[src/rtl/tnoc_flit_unpacker.sv]
// Receive-side NoC endpoint: rebuilds packets from the local-port flit stream.
// Header flits are assembled into one word, payload flits pass straight through.
module tnoc_flit_unpacker #(
  parameter int FLIT_DATA_WIDTH = 64,
  parameter int HEADER_WIDTH    = 100
) (
  input  logic                       i_clk,
  input  logic                       i_rst_n,
  input  logic                       i_flit_valid,
  output logic                       o_flit_ready,
  input  logic [FLIT_DATA_WIDTH+2:0] i_flit,
  output logic                       o_header_valid,
  input  logic                       i_header_ready,
  output logic [HEADER_WIDTH-1:0]    o_header,
  output logic                       o_payload_valid,
  input  logic                       i_payload_ready,
  output logic [FLIT_DATA_WIDTH-1:0] o_payload,
  output logic                       o_payload_last,
  output logic                       o_error
);

  localparam int HEADER_FLITS =
    (HEADER_WIDTH + FLIT_DATA_WIDTH - 1) / FLIT_DATA_WIDTH;
  localparam int CAT_W = HEADER_FLITS * FLIT_DATA_WIDTH;
  localparam int CNT_W = (HEADER_FLITS > 1) ? $clog2(HEADER_FLITS) : 1;
  localparam logic [CNT_W-1:0] LAST_IDX = CNT_W'(HEADER_FLITS - 1);

  localparam logic [1:0] S_IDLE    = 2'd0;
  localparam logic [1:0] S_COLLECT = 2'd1;
  localparam logic [1:0] S_HDR     = 2'd2;
  localparam logic [1:0] S_PAYLOAD = 2'd3;

  logic [1:0]              state_q, state_d;
  logic [CNT_W-1:0]        cnt_q, cnt_d;
  logic [CAT_W-1:0]        buf_q, buf_d;
  logic [HEADER_WIDTH-1:0] hdr_q, hdr_d;
  logic                    hp_q, hp_d;

  logic [FLIT_DATA_WIDTH-1:0] f_data;
  logic                       f_tail;
  logic                       f_head;
  logic                       f_pay;
  logic                       f_hp;

  assign f_data = i_flit[FLIT_DATA_WIDTH+2:3];
  assign f_tail = i_flit[2];
  assign f_head = i_flit[1];
  assign f_pay  = i_flit[0];
  assign f_hp   = i_flit[FLIT_DATA_WIDTH+1];

  logic [CAT_W-1:0] cat_first;
  logic [CAT_W-1:0] cat_shift;
  logic [CAT_W-1:0] fin_cat;
  logic             fin;
  logic             fin_hp;
  logic             err;
  logic             ready;
  logic             hv;
  logic             pv;
  logic             plast;

  // Flit 0 enters at the LSBs and is shifted up, ending in the MSBs.
  assign cat_first = CAT_W'(f_data);
  assign cat_shift = (buf_q << FLIT_DATA_WIDTH) | CAT_W'(f_data);

  always_comb begin
    state_d = state_q;
    cnt_d   = cnt_q;
    buf_d   = buf_q;
    hdr_d   = hdr_q;
    hp_d    = hp_q;
    fin     = 1'b0;
    fin_cat = '0;
    fin_hp  = 1'b0;
    err     = 1'b0;
    ready   = 1'b0;
    hv      = 1'b0;
    pv      = 1'b0;
    plast   = 1'b0;
    unique case (state_q)
      S_IDLE: begin
        ready = 1'b1;
        if (i_flit_valid) begin
          if (!f_pay && f_head) begin
            buf_d = cat_first;
            hp_d  = f_hp;
            if (LAST_IDX == '0) begin
              fin     = 1'b1;
              fin_cat = cat_first;
              fin_hp  = f_hp;
            end else begin
              cnt_d   = CNT_W'(1);
              state_d = S_COLLECT;
            end
          end else begin
            err = 1'b1;
          end
        end
      end
      S_COLLECT: begin
        ready = 1'b1;
        if (i_flit_valid) begin
          if (f_pay) begin
            err     = 1'b1;
            cnt_d   = '0;
            state_d = S_IDLE;
          end else if (f_head) begin
            err   = 1'b1;
            buf_d = cat_first;
            hp_d  = f_hp;
            if (LAST_IDX == '0) begin
              fin     = 1'b1;
              fin_cat = cat_first;
              fin_hp  = f_hp;
            end else begin
              cnt_d = CNT_W'(1);
            end
          end else if (cnt_q == LAST_IDX) begin
            buf_d   = cat_shift;
            fin     = 1'b1;
            fin_cat = cat_shift;
            fin_hp  = hp_q;
          end else if (f_tail) begin
            err     = 1'b1;
            cnt_d   = '0;
            state_d = S_IDLE;
          end else begin
            buf_d = cat_shift;
            cnt_d = cnt_q + CNT_W'(1);
          end
        end
      end
      S_HDR: begin
        hv = 1'b1;
        if (i_header_ready) begin
          state_d = hp_q ? S_PAYLOAD : S_IDLE;
        end
      end
      S_PAYLOAD: begin
        pv    = i_flit_valid;
        ready = i_payload_ready;
        plast = f_tail;
        if (i_flit_valid && i_payload_ready) begin
          if (!f_pay || f_head) begin
            err = 1'b1;
          end
          if (f_tail) begin
            state_d = S_IDLE;
          end
        end
      end
      default: state_d = S_IDLE;
    endcase
    // A tail that disagrees with has_payload is flagged; tail=1 ends the packet.
    if (fin) begin
      hdr_d   = fin_cat[CAT_W-1 -: HEADER_WIDTH];
      hp_d    = fin_hp;
      cnt_d   = '0;
      state_d = S_HDR;
      if (f_tail == fin_hp) begin
        err = 1'b1;
        if (f_tail) begin
          hp_d = 1'b0;
        end
      end
    end
  end

  always_ff @(posedge i_clk) begin
    if (!i_rst_n) begin
      state_q <= S_IDLE;
      cnt_q   <= '0;
      buf_q   <= '0;
      hdr_q   <= '0;
      hp_q    <= 1'b0;
    end else begin
      state_q <= state_d;
      cnt_q   <= cnt_d;
      buf_q   <= buf_d;
      hdr_q   <= hdr_d;
      hp_q    <= hp_d;
    end
  end

  assign o_flit_ready    = ready;
  assign o_header_valid  = hv;
  assign o_header        = hdr_q;
  assign o_payload_valid = pv;
  assign o_payload       = f_data;
  assign o_payload_last  = plast;
  assign o_error         = err;

endmodule

[config.mk]
export PLATFORM = sky130hd
export DESIGN_NAME = tnoc_flit_unpacker
export DESIGN_NICKNAME = d
export VERILOG_FILES = /design/src/rtl/tnoc_flit_unpacker.sv
export SDC_FILE = /design/constraint.sdc
export NUM_CORES = 1
export LEC_CHECK = 0
export BUFFER_PORTS_ARGS = -buffer_cell sky130_fd_sc_hd__buf_2
export CAP_MARGIN = 20
export CORE_MARGIN = 1
export CORE_UTILIZATION = 40
export DETAILED_ROUTE_END_ITERATION = 12
export MAX_ROUTING_LAYER = met4
export PLACE_DENSITY = 0.66
export SKIP_LAST_GASP = 1
export SLEW_MARGIN = 30
export SYNTH_ARGS = -nofsm -noshare
export SYNTH_HDL_FRONTEND = slang
export SYNTH_SLANG_ARGS = --single-unit
[constraint.sdc]
create_clock -name i_clk -period 4.4 [get_ports i_clk]
set_input_delay 0.88 -clock i_clk [delete_from_list [all_inputs] [get_ports i_clk]]
set_output_delay 0.88 -clock i_clk [all_outputs]
set_load 0.02 [all_outputs]
==> results.cfg <==
[outcome]
status = complete, no violations

[timing]
max_freq_mhz = 305.7
finClkSkew_ns = 0.01069
fin_ws_ns = 1.129
setup_viol = 0
drv_slew = 0
rsz0062_at_grt = no
finalCriticalPeriod_ns = 3.271
whs_ns = 0.4423
tns_ns = 0
hold_viol_final = 0
worstMarginPinSlew_ns = 0.8533
min_period_over_period_pct = 74.34
relSlewSlack_pct = 42.99

[placement]
dp.cells = 1186
pre_cts_slack_ns = 1.182
gp_congestion = 0.7831
io_buffers = 240
hpwlAfterDp_mm = 10.89
place_area_um2 = 7910

[routing]
routedWlPerCell_um = 14.42
drt-vias-per-instance = 4.942
dr.pass1.iters = 4
drt-initial-drc-count = 325
wl_mm = 17.58
ant_nets = 0
vias = 6024
drc_errors = 0

[critical_path]
crit_required_ns = 3.52
crit_path_cell_trace = nor2b_1 > and3_4 > and2_1 > ha_1 > a32oi_1 > nand2_1 > buf_2
critical_path_class = reg2out
crit_fanout = 15
crit_slowest_cell = dfxtp_1
ff2ff_path_depth = 6
cp-end-kind = output port
arrival_ns = 2.39
slowest_delay_ns = 0.65
cp-start-kind = flop
reg2reg_slack_ns = 1.79

[clock_network]
cts_hold_buf = 0
cts_tree = done
numClockSinks = 168
post_cts_buffers = 0
clk_pin_slew_worst_paths_ns = 0.07
clock_latency_ns = 0.42
htree_levels = 4
tritoncts.num_buffers = 17
clk_path_buf_depth = 2
cts_root_buffer = clkbuf_16
postCtsResizedCells = 0

[final_layout]
n_fill_cell = 1726
final_common_cell = buf_2
instances_no_fill = 1219
utilization_pct = 48.78
area_growth_pct = 19.03
drive_gt1_share_pct = 28.80
finalNetCount = 1053
layout_common_cells = buf_2, nand2_1, dfxtp_1
final_cell_area_um2 = 8467

[power_and_ir_drop]
p_int_mw = 2.423
switching_power_mw = 0.8149
p_comb_share_pct = 8.1
leakage_nw = 3.440
powerDensity_nw_per_um2 = 382.4
clockPowerShare_pct = 43.8
irDropWorstVdd_mv = 0.2587
seqPwrFrac_pct = 48.1
swShare_pct = 25.17
total_power_mw = 3.238

[synthesis]
synth-seq-cells = 168
avgSynthCellArea_um2 = 8.398
syn-num-nets = 920
ys_warn_count = 0
synth_cell_types = 30
synthesis.area_um2 = 7113
seq_area_frac_synth_pct = 47.28
postSynthCellCount = 847

[min_path]
min_path_type = reg2reg
min_path_cells = 2

[floorplanning]
die_width_um = 135.4
core-area_um2 = 17360
die_h_um = 135.4
io_pins = 241
num_rows = 48
start_util_pct = 40.98
die-area_um2 = 18320

[global_routing]
grt_use_total_pct = 20.02
grt_max_degree = 103
antenna_found_initial = 1
grt_pass1_vias = 5532
grt_pass1_wl_mm = 28.21
grt_overflow = 0

[job]
drv_cap = 0
==> path summary, 6_finish.rpt <==
kind | from | endpoint
worst min register to register | buf_q[17] | o_header[53]
worst max register to register | state_q[1] | o_header[66]
worst max-delay path | state_q[0] | o_error
worst min-delay path | buf_q[17] | o_header[53]
==> per-layer routing <==
layer / GRT usage [%] / up-vias / share of wire [%]
met5: - / - / 0
met4: 7.990 / 0 / 2.0
met3: 4.340 / 21 / 4.4
met2: 31.48 / 152 / 46
met1: 24.91 / 2815 / 47
li1: - / 3036 / -
==> power groups by stage <==
| stage | combinational [mW] | clock (mW) | sequential [mW] |
|---|---|---|---|
| after floorplan | 0.196 | 0 | 1.59 |
| after global placement | 0.263 | 0 | 1.59 |
| after detailed placement | 0.263 | 0 | 1.59 |
| after CTS | 0.263 | 1.45 | 1.56 |
| after global routing | 0.286 | 1.51 | 1.56 |
| final | 0.261 | 1.42 | 1.56 |
==> sequential cells by signal, summed over array words and instances, names as in the netlist <==
register,cells
o_header,100
cnt_q,1
state_q,2
hp_q,1
buf_q,64
==> worst max-delay path, delay by kind of cell, from the launching register on <==
kind | cells | cell delay, ns
flops | 1 | 0.65
simple gates | 4 | 0.79
compound gates | 1 | 0.14
buf+inv | 1 | 0.16
fa+ha+maj | 1 | 0.22
==> cells by family after synthesis <==
group           after synthesis  synth area share (%)
flops                       168                 47.28
compound gates              249                 23.75
buf+inv                     137                 11.50
simple gates                292                 17.29
fa+ha+maj                     1                0.1759
==> area by class of cell <==
type                    count  area [µm²]  area share, %
inverters                   2       7.507        0.08867
well taps                 225       281.5          3.325
diodes                      1       2.502        0.02956
clock buffers              19       432.9          5.113
multi-input cells         542        2958          34.93
repair buffers            249        1300          15.35
flip-flops and latches    168        3363          39.72
clock inverters            13       121.4          1.433
==> cells in the mapped netlist (all sizes together) <==
cell     count  area (µm²)
dfxtp      168        3363
inv          2       7.510
or3b         1       8.760
o21ai       70       350.3
a21boi     164        1231
and2         1       6.260
buf         97       668.1
and3         3       18.77
nor2b        7       43.79
a22oi        1       7.510
a21o         1       7.510
nor3b        1       18.77
nand2b       2       12.51
o21bai       1       7.510
a21oi        5       28.78
nand2      207       777.0
a32oi        1       8.760
o2bb2ai      1       8.760
ha           1       12.51
clkbuf      38       142.6
a2bb2oi      2       17.52
nand3       65       325.3
a31o         1       8.760
a31oi        2       12.51
nor2         5       18.77
Note: power is estimated with default switching activity, not from simulation.
